--- config.mk ---
export PLATFORM = sky130hd
export DESIGN_NAME = button_conditioner
export DESIGN_NICKNAME = d
export VERILOG_FILES = /design/src/rtl/game_io_pkg.sv /design/src/rtl/btn_debounce.sv /design/src/rtl/button_conditioner.sv
export SDC_FILE = /design/constraint.sdc
export NUM_CORES = 1
export LEC_CHECK = 0
export BUFFER_PORTS_ARGS = -buffer_cell sky130_fd_sc_hd__buf_2
export CAP_MARGIN = 20
export CORE_ASPECT_RATIO = 0.5
export CORE_MARGIN = 1
export CORE_UTILIZATION = 55
export DETAILED_ROUTE_END_ITERATION = 8
export PLACE_DENSITY_LB_ADDON = 0.12
export SYNTH_ARGS = -nofsm -noshare
export SYNTH_HDL_FRONTEND = slang
export SYNTH_SLANG_ARGS = --single-unit
--- constraint.sdc ---
create_clock -name clk -period 3.85 [get_ports clk]
set_input_delay 0.77 -clock clk [delete_from_list [all_inputs] [get_ports clk]]
set_output_delay 0.77 -clock clk [all_outputs]
set_load 0.02 [all_outputs]
--- src/rtl/game_io_pkg.sv ---
// Shared game I/O definitions: debounce FSM encoding, button indices and defaults.
package game_io_pkg;

    typedef enum logic [1:0] {
        IDLE         = 2'd0,
        PRESS_WAIT   = 2'd1,
        PRESSED      = 2'd2,
        RELEASE_WAIT = 2'd3
    } btn_state_e;

    localparam int BTN_START = 0;
    localparam int BTN_LEFT  = 1;
    localparam int BTN_RIGHT = 2;

    localparam int DEBOUNCE_DEFAULT = 1_000_000;
    localparam int SYNC_DEFAULT     = 2;

    typedef struct packed {
        logic level;
        logic press;
        logic hold;
    } btn_out_t;

endpackage

--- src/rtl/btn_debounce.sv ---
// One button: synchroniser, debounce FSM with stable-time counter, press pulse
// and a sticky hold flag released by the slow-domain tick.
module btn_debounce
    import game_io_pkg::*;
#(
    parameter int SYNC_STAGES     = SYNC_DEFAULT,
    parameter int DEBOUNCE_CYCLES = DEBOUNCE_DEFAULT
) (
    input  logic     clk,
    input  logic     rst,
    input  logic     raw,
    input  logic     tick,
    output btn_out_t out
);

    localparam int             CW       = $clog2(DEBOUNCE_CYCLES);
    localparam logic [CW-1:0]  CNT_LAST = CW'(DEBOUNCE_CYCLES - 1);

    logic [SYNC_STAGES-1:0] sync_q;
    logic                   sync;
    btn_state_e             state_q, state_d;
    logic [CW-1:0]          cnt_q, cnt_d;
    logic                   level_q, level_d;
    logic                   press_q, press_d;
    logic                   hold_q, hold_d;

    assign sync = sync_q[SYNC_STAGES-1];

    always_ff @(posedge clk or posedge rst) begin
        if (rst) begin
            sync_q  <= '0;
            state_q <= IDLE;
            cnt_q   <= '0;
            level_q <= 1'b0;
            press_q <= 1'b0;
            hold_q  <= 1'b0;
        end else begin
            sync_q  <= {sync_q[SYNC_STAGES-2:0], raw};
            state_q <= state_d;
            cnt_q   <= cnt_d;
            level_q <= level_d;
            press_q <= press_d;
            hold_q  <= hold_d;
        end
    end

    always_comb begin
        state_d = state_q;
        cnt_d   = cnt_q;
        unique case (state_q)
            IDLE: begin
                if (sync) begin
                    state_d = PRESS_WAIT;
                    cnt_d   = '0;
                end
            end
            PRESS_WAIT: begin
                if (!sync)                 state_d = IDLE;
                else if (cnt_q == CNT_LAST) state_d = PRESSED;
                else                       cnt_d   = cnt_q + CW'(1);
            end
            PRESSED: begin
                if (!sync) begin
                    state_d = RELEASE_WAIT;
                    cnt_d   = '0;
                end
            end
            RELEASE_WAIT: begin
                // A return to high is bounce on release: resume PRESSED silently.
                if (sync)                  state_d = PRESSED;
                else if (cnt_q == CNT_LAST) state_d = IDLE;
                else                       cnt_d   = cnt_q + CW'(1);
            end
            default: state_d = IDLE;
        endcase

        level_d = (state_d == PRESSED) || (state_d == RELEASE_WAIT);
        press_d = (state_q == PRESS_WAIT) && (state_d == PRESSED);
        // A press coinciding with tick must survive until the next slow edge.
        hold_d  = press_d ? 1'b1 : (tick ? 1'b0 : hold_q);
    end

    assign out.level = level_q;
    assign out.press = press_q;
    assign out.hold  = hold_q;

endmodule

--- src/rtl/button_conditioner.sv ---
// Push-button conditioning: one independent debounce channel per button,
// outputs packed onto level / press / hold buses.
module button_conditioner
    import game_io_pkg::*;
#(
    parameter int NUM_BTN         = 3,
    parameter int SYNC_STAGES     = SYNC_DEFAULT,
    parameter int DEBOUNCE_CYCLES = DEBOUNCE_DEFAULT
) (
    input  logic               clk,
    input  logic               rst,
    input  logic [NUM_BTN-1:0] btn_raw,
    input  logic               tick,
    output logic [NUM_BTN-1:0] btn_level,
    output logic [NUM_BTN-1:0] btn_press,
    output logic [NUM_BTN-1:0] btn_hold
);

    btn_out_t [NUM_BTN-1:0] btn_out;

    for (genvar i = 0; i < NUM_BTN; i++) begin : g_btn
        btn_debounce #(
            .SYNC_STAGES    (SYNC_STAGES),
            .DEBOUNCE_CYCLES(DEBOUNCE_CYCLES)
        ) u_btn (
            .clk (clk),
            .rst (rst),
            .raw (btn_raw[i]),
            .tick(tick),
            .out (btn_out[i])
        );
        assign btn_level[i] = btn_out[i].level;
        assign btn_press[i] = btn_out[i].press;
        assign btn_hold[i]  = btn_out[i].hold;
    end

endmodule

==> summary.txt, run 1 <==
Layout
  – Final-stage net count: 427
  – Non-Filler Instances: 515
  – Area added between synthesis and finish: 9.397%
  – Final instance area: 0.004472 mm^2
  – Filler Cell Count: 559
  – Final Core Density: 64.47%
  – Multi-input logic area: 0.001918 mm^2
  – Antenna fix cells: 0
  – Layout cells sized above 1: 12.06%
  – Storage cell area: 0.002027 mm^2

Global route
  – First-pass GRT wire length: 13410 um
  – Initial antenna violation count: 0
  – Largest net degree at the start of global routing: 46
  – Congestion Overflow GR: 0
  – Global route hottest layer: met2
  – Total GRT Usage: 22.57%
  – Global Route met1 Usage: 28.60%
  – Vias in the first global route: 2903
  – GRT met3 Usage: 7.664%
  – GR Layer Usage met2: 36.53%

Setup path
  – Worst r2r path cells: 7
  – CP Capture Type: flop
  – Critical path class: reg -> reg
  – WP data arrival: 2.38 ns
  – Critical path launch point type: flop
  – R2r endpoint: g_btn[2].u_btn.cnt_q[2]
  – Slowest cell on the critical path: nor3_2
  – Start of the worst register-to-register path: g_btn[2].u_btn.cnt_q[1]
  – Crit. Startpoint: g_btn[2].u_btn.cnt_q[1]
  – Crit path required time: 4.12 ns
  – Max incr delay on CP: 0.52 ns
  – FF-to-FF setup slack: 1.75 ns
  – End of the critical path: g_btn[2].u_btn.cnt_q[2]
  – CP max FO: 9
  – Crit-path cells: ha_1, nand3_1, nor3_2, a21o_1, inv_2, a21oi_1, a22o_1

Clock tree
  – Post-CTS Setup Repair Bufs: 0
  – Clk buf depth: 2
  – Clock-pin slew on the worst setup and hold paths: 0.06 ns
  – PostCTS Resize Cnt: 0
  – Total CTS buffers: 9
  – CTS tree: built
  – Hold_buf cts: 0
  – Root buf cell: clkbuf_16
  – Worst skew pair latency: 0.34 ns
  – Sink Count: 81
  – # H-tree levels: 3

Synthesis
  – Synth cell types: 49
  – Post-synth EDFFs: 0
  – Synth area leaders: dfrtp_1 (50%), nor2_1 (4.2%), xor2_1 (4.1%)
  – Seq cells post-synth: 81
  – Most frequent cells after synthesis: dfrtp_1 (81), nor2_1 (46), nand2_1 (38), nand3_1 (31), xor2_1 (19)
  – Count leader, synth: dfrtp_1
  – Top cell type's share of synthesized area: 49.59%
  – Register area share after synthesis: 49.59%
  – Mapped Nets: 419
  – Cells after Synth: 410
  – Mean area per synthesized cell: 9.970 um^2
  – Synth warn: 0
  – Area of the mapped netlist: 0.004088 mm^2
  – Top FF cell, synth: dfrtp_1
  – Async set-reset flop share out of synthesis: 100.0%
  – Area leader, netlist: dfrtp_1

Placed design
  – Port bufs: 14
  – Placement Cell Area: 0.004188 mm^2
  – GPL Wtd Cong: 0.8853
  – Final HPWL DP: 5331 um
  – Cells after DPL: 499

STA
  – Rel. slew slack: 34.89%
  – Clock Skew: 0.005098 ns
  – Final setup TNS: 0 ns
  – Fin crit period: 2.104 ns
  – Final Slew Violations: 0
  – Final setup vio count: 0
  – Tightest Pin Transition: 0.9697 ns
  – RSZ-0062 raised after global routing: false
  – Post-route clock period utilization: 54.64%
  – Number of hold violations in the final report: 0
  – F_max: 475.3 MHz

Hold path
  – Hold Crit Class: reg -> reg

Route
  – ANT nets after route: 0
  – Via Count: 3089
  – Routed length per instance: 15.18 um
  – Initial drt markers: 211
  – # DRC: 0
  – Post-Route WL: 7818 um
  – Vias per inst: 5.998
  – DR pass1 iterations: 4

Outcome
  – Outcome: finished clean

Power
  – Pwr/cell area: 405.7 mW/mm^2
  – Peak VDD IR: 0.0002671 V
  – Total power: 1814 uW
  – LEAKAGE: 0.002012 uW

Die
  – Die W: 123.9 um
  – Core area: 0.006937 mm^2
  – Total Die Area: 0.007802 mm^2
  – Starting Density: 58.93%
  – Core Rows: 21
  – Die Y: 62.96 um
  – Total I/O pin count: 15

Run
  – Max_cap viols: 0
## stage by stage
stage | worst slack [ns] | hold WS (ns)
after global placement | 1.899 | 0.3337
after CTS | 1.741 | 0.3557
final | 1.746 | 0.3497
after detailed placement | 1.767 | 0.3365
after floorplan | 0.9999 | 0.3312
after global routing | 1.527 | 0.3769
## report_power, final
part | switching, uW | internal [uW]
combinational | 56.9 | 35.3
clock | 331 | 470
sequential | 42.4 | 878
total | 431 | 1380
## layout make-up
class                      instances  share of cell area, %
clock inverter                     4                 0.6156
clock buffer                      12                  5.736
sequential                        81                  45.33
tap                               92                  2.574
multi-input combinational        301                  42.89
inverter                          10                 0.8394
timing repair buffer              15                  2.015
## placed cells by master, fill, tap and decap left out, drive strengths merged, types with 4 or more instances in the layout
master	count
a21oi	9
and3	9
or4	4
and2	4
dfrtp	81
nand2b	6
a21o	6
mux2	8
xor2	19
buf	15
and4	8
nor2	46
a22o	8
clkbuf	12
nand3	32
nor4	9
xnor2	18
nor3	14
nand2	38
nor4b	5
inv	10
o21ai	13
nand4	12
## routing by layer
| metal | wire length [um] | up-vias |
|---|---|---|
| li1 | - | 1492 |
| met1 | 3592 | 1505 |
| met2 | 3757 | 78 |
| met3 | 390 | 14 |
| met4 | 79 | 0 |
| met5 | 0 | - |
## worst max-delay path, delay by kind of cell (launching register included)
family / cells / cell delay [ns]
and+or+nand+nor: 2 / 0.68
AOI/OAI and AO/OA: 3 / 0.62
DFF: 1 / 0.42
adders and majority gates: 1 / 0.22
buffers and inverters: 1 / 0.11
## logic make-up after synthesis
group / share of synthesized area, %
flops: 49.59
fa+ha+maj: 0.9184
simple gates: 25.83
mux: 2.204
xor+xnor: 7.928
buf+inv: 3.489
compound gates: 10.04
## registers in the layout (all words and copies together), names as in the netlist
register,flops
g_btn.u_btn.hold_q,3
g_btn.u_btn.state_q,6
g_btn.u_btn.cnt_q,60
g_btn.u_btn.sync_q,6
g_btn.u_btn.level_q,3
g_btn.u_btn.press_q,3
## how the worst min path moves through the flow
stage | startpoint | to | slack, ns | depth (start not counted)
finish | g_btn[1].u_btn.sync_q[0] | g_btn[1].u_btn.sync_q[1] | 0.35 | 0
global route | g_btn[2].u_btn.sync_q[0] | g_btn[2].u_btn.sync_q[1] | 0.38 | 0
CTS | g_btn[1].u_btn.sync_q[0] | g_btn[1].u_btn.sync_q[1] | 0.36 | 0
detailed placement | g_btn[1].u_btn.sync_q[0] | g_btn[1].u_btn.sync_q[1] | 0.34 | 0
global placement | g_btn[2].u_btn.sync_q[0] | g_btn[2].u_btn.sync_q[1] | 0.33 | 0
floorplan | g_btn[0].u_btn.sync_q[0] | g_btn[0].u_btn.sync_q[1] | 0.33 | 0
(Power assumes the default switching activity.)
==> inputs of run 2 (changes only) <==
- clock period: 3.85 -> 2 ns (I/O delays scaled with it)
==> summary.txt, run 2 (synthesis gave the netlist of run 1 again) <==
Outcome
  – Outcome: finished clean

STA
  – Final setup vio count: 0 (unchanged)
  – Fin crit period: 1.900 ns (-0.2036 ns)
  – F_max: 526.3 MHz (+11%)
  – Final setup TNS: 0 ns (unchanged)
  – Number of hold violations in the final report: 0 (unchanged)
  – Rel. slew slack: 55.87% (+21 points)
  – RSZ-0062 raised after global routing: false
  – Final Slew Violations: 0 (unchanged)
  – Final setup margin: 0.09986 ns (-1.646 ns)
  – Final hold slack: 0.1599 ns (-0.1898 ns)
  – Clock Skew: 0.005262 ns (+0.0001634 ns)
  – Post-route clock period utilization: 95.01% (+40 points)
  – Tightest Pin Transition: 0.6605 ns (-0.3092 ns)

Die
  – Core area: 0.006937 mm^2 (unchanged)
  – Starting Density: 58.93% (unchanged)
  – Total Die Area: 0.007802 mm^2 (unchanged)
  – Die Y: 62.96 um (unchanged)
  – Die W: 123.9 um (unchanged)
  – Total I/O pin count: 15 (unchanged)
  – Core Rows: 21 (unchanged)

Clock tree
  – Worst skew pair latency: 0.33 ns (about the same)
  – Total CTS buffers: 9 (unchanged)
  – Post-CTS Setup Repair Bufs: 0 (unchanged)
  – Root buf cell: clkbuf_16
  – Clock-pin slew on the worst setup and hold paths: 0.05 ns (about the same)
  – Hold_buf cts: 0 (unchanged)
  – CTS tree: built
  – Clk buf depth: 2 (unchanged)
  – # H-tree levels: 3 (unchanged)
  – Sink Count: 81 (unchanged)

Setup path
  – FF-to-FF setup slack: 0.1 ns (-1.65 ns)
  – CP Capture Type: flop
  – Critical path launch point type: flop
  – CP max FO: 9 (unchanged)
  – Crit path required time: 2.26 ns (-1.86 ns)
  – WP data arrival: 2.16 ns (-0.22 ns)
  – Critical path class: reg -> reg

Route
  – Post-Route WL: 7892 um (+0.95%)
  – Initial drt markers: 197 (-6.6%)
  – DR pass1 iterations: 5 (+1)
  – Vias per inst: 5.772 (-3.8%)
  – ANT nets after route: 0 (unchanged)
  – Via Count: 3059 (-0.97%)
  – # DRC: 0 (unchanged)
  – Routed length per instance: 14.89 um (-1.9%)

Global route
  – Largest net degree at the start of global routing: 40 (-13%)
  – Congestion Overflow GR: 0 (unchanged)
  – Initial antenna violation count: 0 (unchanged)
  – Total GRT Usage: 22.92% (+0.35 points)
  – Vias in the first global route: 3010 (+3.7%)
  – First-pass GRT wire length: 13770 um (+2.7%)

Layout
  – Biggest regs: g_btn.u_btn.cnt_q (60), g_btn.u_btn.state_q (6), g_btn.u_btn.sync_q (6)
  – Most frequent cells in the layout: dfrtp_1 (79), nor2_1 (46), nand2_1 (38)
  – Antenna fix cells: 0 (unchanged)
  – Final-stage net count: 444 (+4.0%)
  – Largest Register: g_btn.u_btn.cnt_q
  – Most common cell after layout, fill and taps aside: dfrtp_1
  – Area added between synthesis and finish: 13.99%
  – Non-Filler Instances: 530 (+2.9%)
  – Filler Cell Count: 520 (-7.0%)
  – Layout cells sized above 1: 15.75% (+3.7 points)
  – Max FFs per register: 60 (unchanged)

Placed design
  – Port bufs: 14 (unchanged)
  – Cells after DPL: 516 (+3.4%)
  – Final HPWL DP: 5548 um (+4.1%)
  – GPL Wtd Cong: 0.8426 (-4.8%)
  – Place WS: 0.1198 ns (-1.647 ns)

Run
  – Max_cap viols: 0 (unchanged)

Power
  – LEAKAGE: 0.002122 uW (+5.5%)
  – Peak VDD IR: 0.0005765 V (+120%)
  – Pwr/cell area: 814.1 mW/mm^2 (+100%)

Hold path
  – Hold Crit Class: in -> async
run 2: area by class of cell:
type                       instances  area (um^2)  share of cell area [%]
clock buffer                      11        242.7                   5.209
clock inverter                     3        90.09                   1.933
inverter                          10        41.29                  0.8861
multi-input combinational        301         1923                   41.27
sequential                        81         2029                   43.56
tap                               92        115.1                   2.470
timing repair buffer              32        217.7                   4.672
run 2: routing by layer:
metal | track usage [%] | up-vias | routed length [um]
met5 | 0 | - | 0
met1 | 28.71 | 1459 | 3626
li1 | - | 1513 | -
met4 | 8.036 | 0 | 104
met2 | 37.50 | 69 | 3843
met3 | 7.026 | 18 | 317
run 2: power breakdown:
part | switching [uW] | internal, uW
Combinational | 118 | 83.2
Sequential | 73.5 | 1690
Clock | 588 | 1240
Total | 780 | 3010
run 2: worst paths after layout:
kind / start / endpoint / cells past startpoint
setup / recovery: g_btn[2].u_btn.cnt_q[8] / g_btn[2].u_btn.cnt_q[2] / 6
hold / removal: rst / g_btn[2].u_btn.sync_q[0] / 2
setup reg to reg: g_btn[2].u_btn.cnt_q[8] / g_btn[2].u_btn.cnt_q[2] / 6
hold reg to reg: g_btn[1].u_btn.sync_q[0] / g_btn[1].u_btn.sync_q[1] / 0
max in group asynchronous: rst / g_btn[2].u_btn.cnt_q[2] / 3
min in group clk: btn_raw[2] / g_btn[2].u_btn.sync_q[0] / 1
run 2: through the flow:
step	util [%]	instance area [um^2]	total power (uW)
2_1_floorplan	-	4091	1915
3_3_place_gp	62.27	4319	1981
3_5_place_dp	62.27	4319	1994
4_1_cts	67.06	4652	3841
5_1_grt	67.17	4659	3951
6_report	67.17	4659	3793
run 2: critical path: stages (launching register included):
cell,delay (ns)
dfrtp_1,0.44
nor4b_1,0.40
and4_4,0.35
a21o_1,0.21
inv_2,0.10
a21oi_1,0.16
a22o_1,0.16
run 2: repair_timing:
action                                 CTS  global route
setup endpoints to repair                0             1
resized for setup                        0             3
endpoints found under the hold margin    0             0
